$ cat src/rtl/fetch_queue.sv
// Sequential instruction fetch front-end with a small {pc, instr} FIFO ahead of IF/ID.
// Optional same-cycle response bypass to decode when the queue is empty: FETCH_QUEUE_BYPASS_EN.
module fetch_queue #(
  parameter int          DEPTH           = 4,
  parameter int          MAX_OUTSTANDING = 2,
  parameter logic [31:0] RESET_PC        = 32'h0000_0000
) (
  input  logic        clk,
  input  logic        reset,
  output logic        mem_req_valid,
  output logic [31:0] mem_req_addr,
  input  logic        mem_req_ready,
  input  logic        mem_rsp_valid,
  input  logic [31:0] mem_rsp_data,
  input  logic        redirect_valid,
  input  logic [31:0] redirect_pc,
  output logic        out_valid,
  output logic [31:0] out_instr,
  output logic [31:0] out_pc,
  input  logic        out_ready
);

  localparam int PW = $clog2(DEPTH);
  localparam int CW = PW + 1;

  logic [31:0]   fifoPc_q    [DEPTH];
  logic [31:0]   fifoInstr_q [DEPTH];
  logic [PW-1:0] rdPtr_q, rdPtr_d, wrPtr_q, wrPtr_d;
  logic [CW-1:0] count_q, count_d;
  logic [2:0]    outstanding_q, outstanding_d;
  logic [2:0]    dropCnt_q, dropCnt_d;
  logic [31:0]   fetchPc_q, fetchPc_d;
  logic [31:0]   rspPc_q, rspPc_d;

  logic        reqFire;
  logic        rspKeep;
  logic        fifoHasHead;
  logic        bypassHit;
  logic        push;
  logic        pop;
  logic [31:0] inFlight;
  logic        unusedRedirectLsbs;

  assign unusedRedirectLsbs = ^redirect_pc[1:0];

  // Credit covers queued entries plus responses that will still land in the queue.
  assign inFlight      = 32'(count_q) + 32'(outstanding_q) - 32'(dropCnt_q);
  assign mem_req_valid = !reset && !redirect_valid && (inFlight < 32'(DEPTH))
                         && (32'(outstanding_q) < 32'(MAX_OUTSTANDING));
  assign mem_req_addr  = fetchPc_q;
  assign reqFire       = mem_req_valid && mem_req_ready;
  assign rspKeep       = mem_rsp_valid && (dropCnt_q == 3'd0);
  assign fifoHasHead   = (count_q != '0);

`ifdef FETCH_QUEUE_BYPASS_EN
  assign bypassHit = rspKeep && !fifoHasHead && !redirect_valid && !reset;
`else
  assign bypassHit = 1'b0;
`endif

  assign pop  = fifoHasHead && out_ready;
  assign push = rspKeep && !(bypassHit && out_ready);

  always_comb begin
    out_valid = fifoHasHead || bypassHit;
    out_pc    = 32'h0;
    out_instr = 32'h0;
    if (fifoHasHead) begin
      out_pc    = fifoPc_q[rdPtr_q];
      out_instr = fifoInstr_q[rdPtr_q];
    end else if (bypassHit) begin
      out_pc    = rspPc_q;
      out_instr = mem_rsp_data;
    end
  end

  always_comb begin
    rdPtr_d       = rdPtr_q;
    wrPtr_d       = wrPtr_q;
    count_d       = count_q;
    fetchPc_d     = fetchPc_q;
    rspPc_d       = rspPc_q;
    dropCnt_d     = dropCnt_q;
    outstanding_d = outstanding_q + 3'(reqFire) - 3'(mem_rsp_valid);
    if (redirect_valid) begin
      // No request can fire this cycle, so everything left outstanding is stale.
      rdPtr_d   = '0;
      wrPtr_d   = '0;
      count_d   = '0;
      fetchPc_d = {redirect_pc[31:2], 2'b00};
      rspPc_d   = {redirect_pc[31:2], 2'b00};
      dropCnt_d = outstanding_d;
    end else begin
      if (reqFire) fetchPc_d = fetchPc_q + 32'd4;
      if (mem_rsp_valid && (dropCnt_q != 3'd0)) dropCnt_d = dropCnt_q - 3'd1;
      if (rspKeep) rspPc_d = rspPc_q + 32'd4;
      if (push) wrPtr_d = wrPtr_q + 1'b1;
      if (pop) rdPtr_d = rdPtr_q + 1'b1;
      count_d = count_q + CW'(push) - CW'(pop);
    end
  end

  always_ff @(posedge clk) begin
    if (reset) begin
      rdPtr_q       <= '0;
      wrPtr_q       <= '0;
      count_q       <= '0;
      outstanding_q <= '0;
      dropCnt_q     <= '0;
      fetchPc_q     <= RESET_PC;
      rspPc_q       <= RESET_PC;
    end else begin
      rdPtr_q       <= rdPtr_d;
      wrPtr_q       <= wrPtr_d;
      count_q       <= count_d;
      outstanding_q <= outstanding_d;
      dropCnt_q     <= dropCnt_d;
      fetchPc_q     <= fetchPc_d;
      rspPc_q       <= rspPc_d;
    end
  end

  // Storage needs no reset: entries are only visible while count is non-zero.
  always_ff @(posedge clk) begin
    if (!reset && !redirect_valid && push) begin
      fifoPc_q[wrPtr_q]    <= rspPc_q;
      fifoInstr_q[wrPtr_q] <= mem_rsp_data;
    end
  end

endmodule

$ cat config.mk
export PLATFORM = sky130hd
export DESIGN_NAME = fetch_queue
export DESIGN_NICKNAME = d
export VERILOG_FILES = /design/src/rtl/fetch_queue.sv
export SDC_FILE = /design/constraint.sdc
export NUM_CORES = 1
export LEC_CHECK = 0
export CAP_MARGIN = 20
export CORE_MARGIN = 3
export CORE_UTILIZATION = 34
export CTS_CLUSTER_SIZE = 16
export DETAILED_ROUTE_END_ITERATION = 16
export PLACE_DENSITY = 0.59
export SETUP_SLACK_MARGIN = 0.2
export SLEW_MARGIN = 5
export SYNTH_ARGS = -nofsm -noshare
export SYNTH_HDL_FRONTEND = slang
export SYNTH_SLANG_ARGS = --single-unit
$ cat constraint.sdc
create_clock -name clk -period 5.8 [get_ports clk]
set_clock_uncertainty 0.05 [all_clocks]
set_input_delay 0.87 -clock clk [delete_from_list [all_inputs] [get_ports clk]]
set_output_delay 0.87 -clock clk [all_outputs]
set_load 0.05 [all_outputs]
* After elaboration in Yosys (flattened, before gate mapping)
Memories as Yosys holds them, arrays and structs flattened. A register that Yosys moved wholly into a read port is not among the register bits.
Cells that the tools add are included.
** Word-level totals
- Bits in registers :: 77
- RAM bits :: 256
- Input bits :: 70
- Output and inout port bits :: 98
- Memories :: 2
** Cells by class
- Add/subtract/negate cells :: 11
- $lt $le $gt $ge :: 2
- Muxes and demuxes :: 14
- Reductions and logical operators :: 17
** Memories
- fifoInstr_q :: words 4, bits a word 32, read ports 1, clocked after memory_dff 1, write ports 1, RTL line 27 : logic [31:0] fifoInstr_q [DEPTH];
- fifoPc_q :: words 4, bits a word 32, read ports 1, clocked after memory_dff 1, write ports 1, RTL line 26 : logic [31:0] fifoPc_q [DEPTH];
** Operators with widths (number)
- 32-bit two-way mux :: 6
- 32-bit by 3-bit adder with 32-bit output, second input constant :: 2
- 32-bit by 3-bit < comparator with 1-bit output, second input constant :: 1
- 1-bit logical AND :: 8
- 2-bit two-way mux :: 4
- 3-bit by 1-bit adder with 3-bit output :: 2
- 3-bit two-way mux :: 2
- 2-bit nonzero test :: 3
- 3-bit nonzero test :: 2
- 3-bit by 1-bit subtractor with 3-bit output :: 2
- 4-bit by 3-bit subtractor with 5-bit output :: 1
- 2-bit by 1-bit adder with 2-bit output, second input constant :: 2
- 3-bit by 3-bit adder with 4-bit output :: 1
- 3-bit logical NOT :: 1
- 3-bit by 2-bit < comparator with 1-bit output, second input constant :: 1
- 3-bit by 1-bit subtractor with 3-bit output, second input constant :: 1
- 1-bit logical NOT :: 2
- 1-bit two-way mux :: 2
- 2-bit OR reduction :: 1

* Longest topological paths before layout
- Word-level depth :: 9
- Gate-level depth with buffers :: 17

* Worst setup path before layout
OpenSTA, ideal clock, no wires.
- Path kind :: flip-flop to output port
- From :: register count_q[1]
- To :: output mem_req_valid
- Arrival time :: 2.897 ns
- Path slack :: 1.983 ns
- Stages on the path, launching flop included :: 10
- Path buffers :: 1
- Cell sequence :: dfxtp_1 -> inv_1 -> fa_1 -> inv_1 -> ha_1 -> and3b_1 -> clkbuf_1 -> nor3_1 -> a21oi_1 -> nor3_1
** Between the ends
- Word-level cells in the longest chain between the ends :: 5
** Ends and longest elaborated chain
- from (decl) :: RTL line 29 : logic [CW-1:0] count_q, count_d;
- from (signal assigned) :: RTL line 115 : count_q <= count_d;
- 3-bit by 3-bit adder with 4-bit output :: RTL line 47 : assign inFlight = 32'(count_q) + 32'(outstanding_q) - 32'(dropCnt_q);
- 4-bit by 3-bit subtractor with 5-bit output :: RTL line 47
- 32-bit by 3-bit < comparator with 1-bit output :: RTL line 48 : assign mem_req_valid = !reset && !redirect_valid && (inFlight < 32'(DEPTH))
- 1-bit logical AND :: RTL line 48
- 1-bit logical AND :: RTL line 49 : && (32'(outstanding_q) < 32'(MAX_OUTSTANDING));
- to (decl) :: RTL line 10 : output logic mem_req_valid,
Every way passes these cells.

* Worst setup path after layout
- From :: register dropCnt_q[2]
- To :: register dropCnt_q[2]
** Between the ends
- Word-level cells in the longest chain between the ends :: 8
- Elaborated cells on any way between the ends :: 13
** Ends and longest elaborated chain
- from (decl) :: RTL line 31 : logic [2:0] dropCnt_q, dropCnt_d;
- from (signal assigned) :: RTL line 117 : dropCnt_q <= dropCnt_d;
- 4-bit by 3-bit subtractor with 5-bit output :: RTL line 47
- 32-bit by 3-bit < comparator with 1-bit output :: RTL line 48
- 1-bit logical AND :: RTL line 48
- 1-bit logical AND :: RTL line 49
- 1-bit logical AND :: RTL line 51 : assign reqFire = mem_req_valid && mem_req_ready;
- 3-bit by 1-bit adder with 3-bit output :: RTL line 84 : outstanding_d = outstanding_q + 3'(reqFire) - 3'(mem_rsp_valid);
- 3-bit by 1-bit subtractor with 3-bit output :: RTL line 84
- 3-bit two-way mux :: RTL line 85 : if (redirect_valid) begin
Parallel ways exist; a longest one is shown, timed or not. The select of a mux whose other input is x is not followed.
A chain may end at the register's enable or synchronous reset.

==> out/summary.log <==
INFO  outcome        outcome=complete, no violations
INFO  layout         drive_gt1_frac=0.127
INFO  clocking       cts-resized-gates=0
INFO  clocking       worst_setup_hold_path_clk_slew=0.06ns
INFO  timing         timing_worst_slew_pin_value=1.07ns
INFO  die            die_area=42600µm²
INFO  timing         rsz0062_at_grt=no
INFO  timing         max-slew-margin-rel=0.288
INFO  clocking       clock_insertion_delay_worst_skew=0.52ns
INFO  routing        detail_route.first_pass.iterations=5
INFO  timing         finalHoldViolations=0
INFO  layout         commonest_non_fill_non_tap_cell_in_the_layout=sky130_fd_sc_hd__edfxtp_1
INFO  clocking       cts-buffers-inserted=35
INFO  global_routing grt_max_degree=71
INFO  critical_path  worst-setup-path-type=reg2reg
INFO  die            num_rows=72
INFO  routing        drt_iter0_markers=552
INFO  critical_path  setup.worst_path.end_class=flip-flop
INFO  min_path       hold-path-endpoint=wrPtr_q[1]
INFO  clocking       cts-hold-fix-buffers=0
INFO  die            die_y_extent=207µm
INFO  timing         finalCritPeriodShare=0.729
INFO  die            initial_core_util=0.349
INFO  logic_synthesis ys_top_cells_by_area=sky130_fd_sc_hd__edfxtp_1, sky130_fd_sc_hd__dfxtp_1, sky130_fd_sc_hd__mux4_2, sky130_fd_sc_hd__and2_1, sky130_fd_sc_hd__ha_1
INFO  die            core-area=39200µm²
INFO  layout         syn_to_final_growth=24.1%
INFO  pwr            power_leakage=5.39nW
INFO  timing         timing.setup.tns=0ns
INFO  layout         filler_cell_count=3533
INFO  routing        routed_len_inst=19.5µm
INFO  critical_path  worst_path_fanout_max=15
INFO  logic_synthesis number_of_distinct_library_cell_variants_in_the_gate_level_netlist_after_synthesis=63
INFO  clocking       cts_max_level=2
INFO  pwr            vdd.ir_drop.worst=0.000189V
INFO  critical_path  ff2ff_path_depth=14
INFO  placement      gp_routability_congestion=0.881
INFO  min_path       worstHoldPathType=reg2reg
INFO  layout         layout_common_cells=sky130_fd_sc_hd__edfxtp_1, sky130_fd_sc_hd__clkdlybuf4s50_1, sky130_fd_sc_hd__dfxtp_1
INFO  logic_synthesis synth-seq-cells=323
INFO  placement      port_buffers=161
INFO  critical_path  r2r-start=dropCnt_q[2]
INFO  clocking       cts_max_path_buffers=3
INFO  logic_synthesis synth_top_flop_cell=sky130_fd_sc_hd__edfxtp_1
INFO  routing        drcViolationCount=0
INFO  clocking       post-cts-setup-buffers=0
INFO  min_path       timing.hold.worst_path_depth=2
INFO  logic_synthesis yosys_warnings=0
INFO  timing         timing.fmax=0.237GHz
INFO  global_routing grt_overflow=0
INFO  global_routing antenna_found_initial=0
INFO  logic_synthesis syn_area=13700µm²
INFO  die            boundaryPins=168
INFO  logic_synthesis syn_inst_count=926
INFO  layout         antenna-diode-count=0
INFO  routing        detailroute.via_count=8424
INFO  die            fp.dieW=207µm
INFO  global_routing grt_pass1_vias=8563
INFO  global_routing first_pass_grt_wire_length=49.6mm
INFO  min_path       holdCritStartpoint=wrPtr_q[1]
INFO  logic_synthesis synth_seq_area_share=0.655
INFO  layout         finish.net_count=1181
INFO  routing        detail_route.wirelength=31.8mm
INFO  logic_synthesis portion_of_synthesized_cell_area_occupied_by_the_leading_cell_type=0.545
INFO  logic_synthesis synth_area_leader_cell=sky130_fd_sc_hd__edfxtp_1
INFO  clocking       cts_sinks=323
INFO  timing         period_minus_slack=4.23ns
INFO  critical_path  worstReg2RegEnd=dropCnt_q[2]
INFO  logic_synthesis synth-edff-count=248
INFO  pwr            powerDensity=342nW/µm²
INFO  timing         finalSetupViolations=0
INFO  timing         final-max-slew-violation-count=0
INFO  layout         postLayoutCoreUtil=0.433
INFO  global_routing global_route.usage.total=0.150
INFO  clocking       tritoncts=built
INFO  layout         post_layout_nonfiller_instances=1633
INFO  routing        antenna_violating_nets_post_route=0
INFO  job            drv.max_cap_violation_count=0
INFO  critical_path  cp_data_required_time=6.11ns
INFO  placement      placed_cells=1572
INFO  routing        via_per_inst=5.16
INFO  logic_synthesis post_synth.cell_area_avg=14.8µm²
INFO  clocking       root_cell_of_the_clock_tree=sky130_fd_sc_hd__clkbuf_16
INFO  logic_synthesis asyncSetResetFlopFracSynth=0
INFO  critical_path  reg2reg_setup_slack=1.57ns
INFO  critical_path  critPathArrivalTime=4.54ns
INFO  critical_path  critical_path.startpoint_type=flip-flop
INFO  placement      dp_hpwl=20.6mm
[cells in the mapped netlist, drive strengths merged, types with 9 or more instances]
| cell type | count |
|---|---|
| nor4 | 17 |
| xnor2 | 11 |
| or3 | 12 |
| a31oi | 14 |
| nor2 | 33 |
| buf | 16 |
| mux4 | 62 |
| a21oi | 28 |
| and2 | 67 |
| nand2 | 47 |
| a211oi | 18 |
| clkbuf | 35 |
| nand4 | 26 |
| a21boi | 9 |
| edfxtp | 248 |
| nor3 | 12 |
| dfxtp | 75 |
| ha | 16 |
| inv | 39 |
| o21ai | 17 |
| and3 | 10 |
| nand3 | 19 |
| xor2 | 19 |
[worst max-delay path by stage]
stage                     slack, ns             to  cells past startpoint           start
after floorplan                1.98  mem_req_valid                      9      count_q[1]
after global placement         1.53   dropCnt_q[2]                     13  redirect_valid
after detailed placement       1.52   dropCnt_q[2]                     13  redirect_valid
after CTS                      1.49     out_pc[26]                      4       flip-flop
after global routing           1.40   dropCnt_q[2]                     14    dropCnt_q[2]
final                          1.57   dropCnt_q[2]                     14    dropCnt_q[2]
[layout make-up]
cell class                 instances  area, µm²  share of cell area
multi-input combinational        515       4370               0.258
sequential                       323       8950               0.528
tap                              518        648              0.0382
inverter                          40        153             0.00900
timing repair buffer             176       1740               0.103
clock inverter                    16        168             0.00988
clock buffer                      45        935              0.0551
[worst max-delay path, cell delays in order (launching register included)]
cell and delay [ns]:
sky130_fd_sc_hd__dfxtp_1 0.31, sky130_fd_sc_hd__inv_1 0.13, sky130_fd_sc_hd__fa_1 0.45, sky130_fd_sc_hd__ha_1 0.36, sky130_fd_sc_hd__or4b_4 0.56, sky130_fd_sc_hd__or4_1 0.62
sky130_fd_sc_hd__nand2_4 0.28, sky130_fd_sc_hd__inv_4 0.10, sky130_fd_sc_hd__ha_1 0.28, sky130_fd_sc_hd__inv_1 0.05, sky130_fd_sc_hd__ha_1 0.13, sky130_fd_sc_hd__inv_1 0.05
sky130_fd_sc_hd__fa_1 0.37, sky130_fd_sc_hd__xnor2_1 0.23, sky130_fd_sc_hd__a211oi_1 0.10
[power breakdown]
| part | internal (W) | switching [W] | leakage [nW] |
|---|---|---|---|
| clock network | 0.00127 | 0.000864 | 0.530 |
| logic | 0.000376 | 0.000637 | 1.98 |
| registers | 0.00257 | 0.0000830 | 2.88 |
| total | 0.00422 | 0.00158 | 5.39 |
[flip-flops by register name, indices dropped and copies added, names as in the netlist, named ones only]
| signal | cells |
|---|---|
| fifoInstr_q | 128 |
| mem_req_addr | 30 |
| count_q | 3 |
| dropCnt_q | 3 |
| rspPc_q | 30 |
| wrPtr_q | 2 |
| rdPtr_q | 2 |
| outstanding_q | 3 |
| fifoPc_q | 120 |
[kinds of logic (layout without fill, tap and decap cells)]
logic type	count (synthesis)	after routing	synth area share
other	1	4	0.000274
buffers and inverters	91	277	0.0270
muxes	63	63	0.103
and+or+nand+nor	262	262	0.106
xor gates and xnor gates	30	30	0.0192
DFF	323	323	0.655
adders and majority gates	20	20	0.0205
AOI/OAI and AO/OA	136	136	0.0691
[metrics by stage]
step,instance area (µm²),power [W],hold slack (ns),setup WS [ns]
6_report,17000,0.00580,0.451,1.57
5_1_grt,17000,0.00605,0.477,1.40
4_1_cts,17000,0.00588,0.452,1.49
3_5_place_dp,15900,0.00372,0.443,1.52
3_3_place_gp,15900,0.00371,0.429,1.53
2_1_floorplan,13700,0.00336,0.410,1.98
[routing by layer]
layer  track usage  up-vias  part of all wire
met2         0.230      267              0.45
li1              -     3930                 -
met5             0        -                 0
met1         0.220     4183              0.47
met3        0.0296       44             0.068
met4        0.0352        0             0.017
No activity file was read; power rests on OpenSTA's default activity.
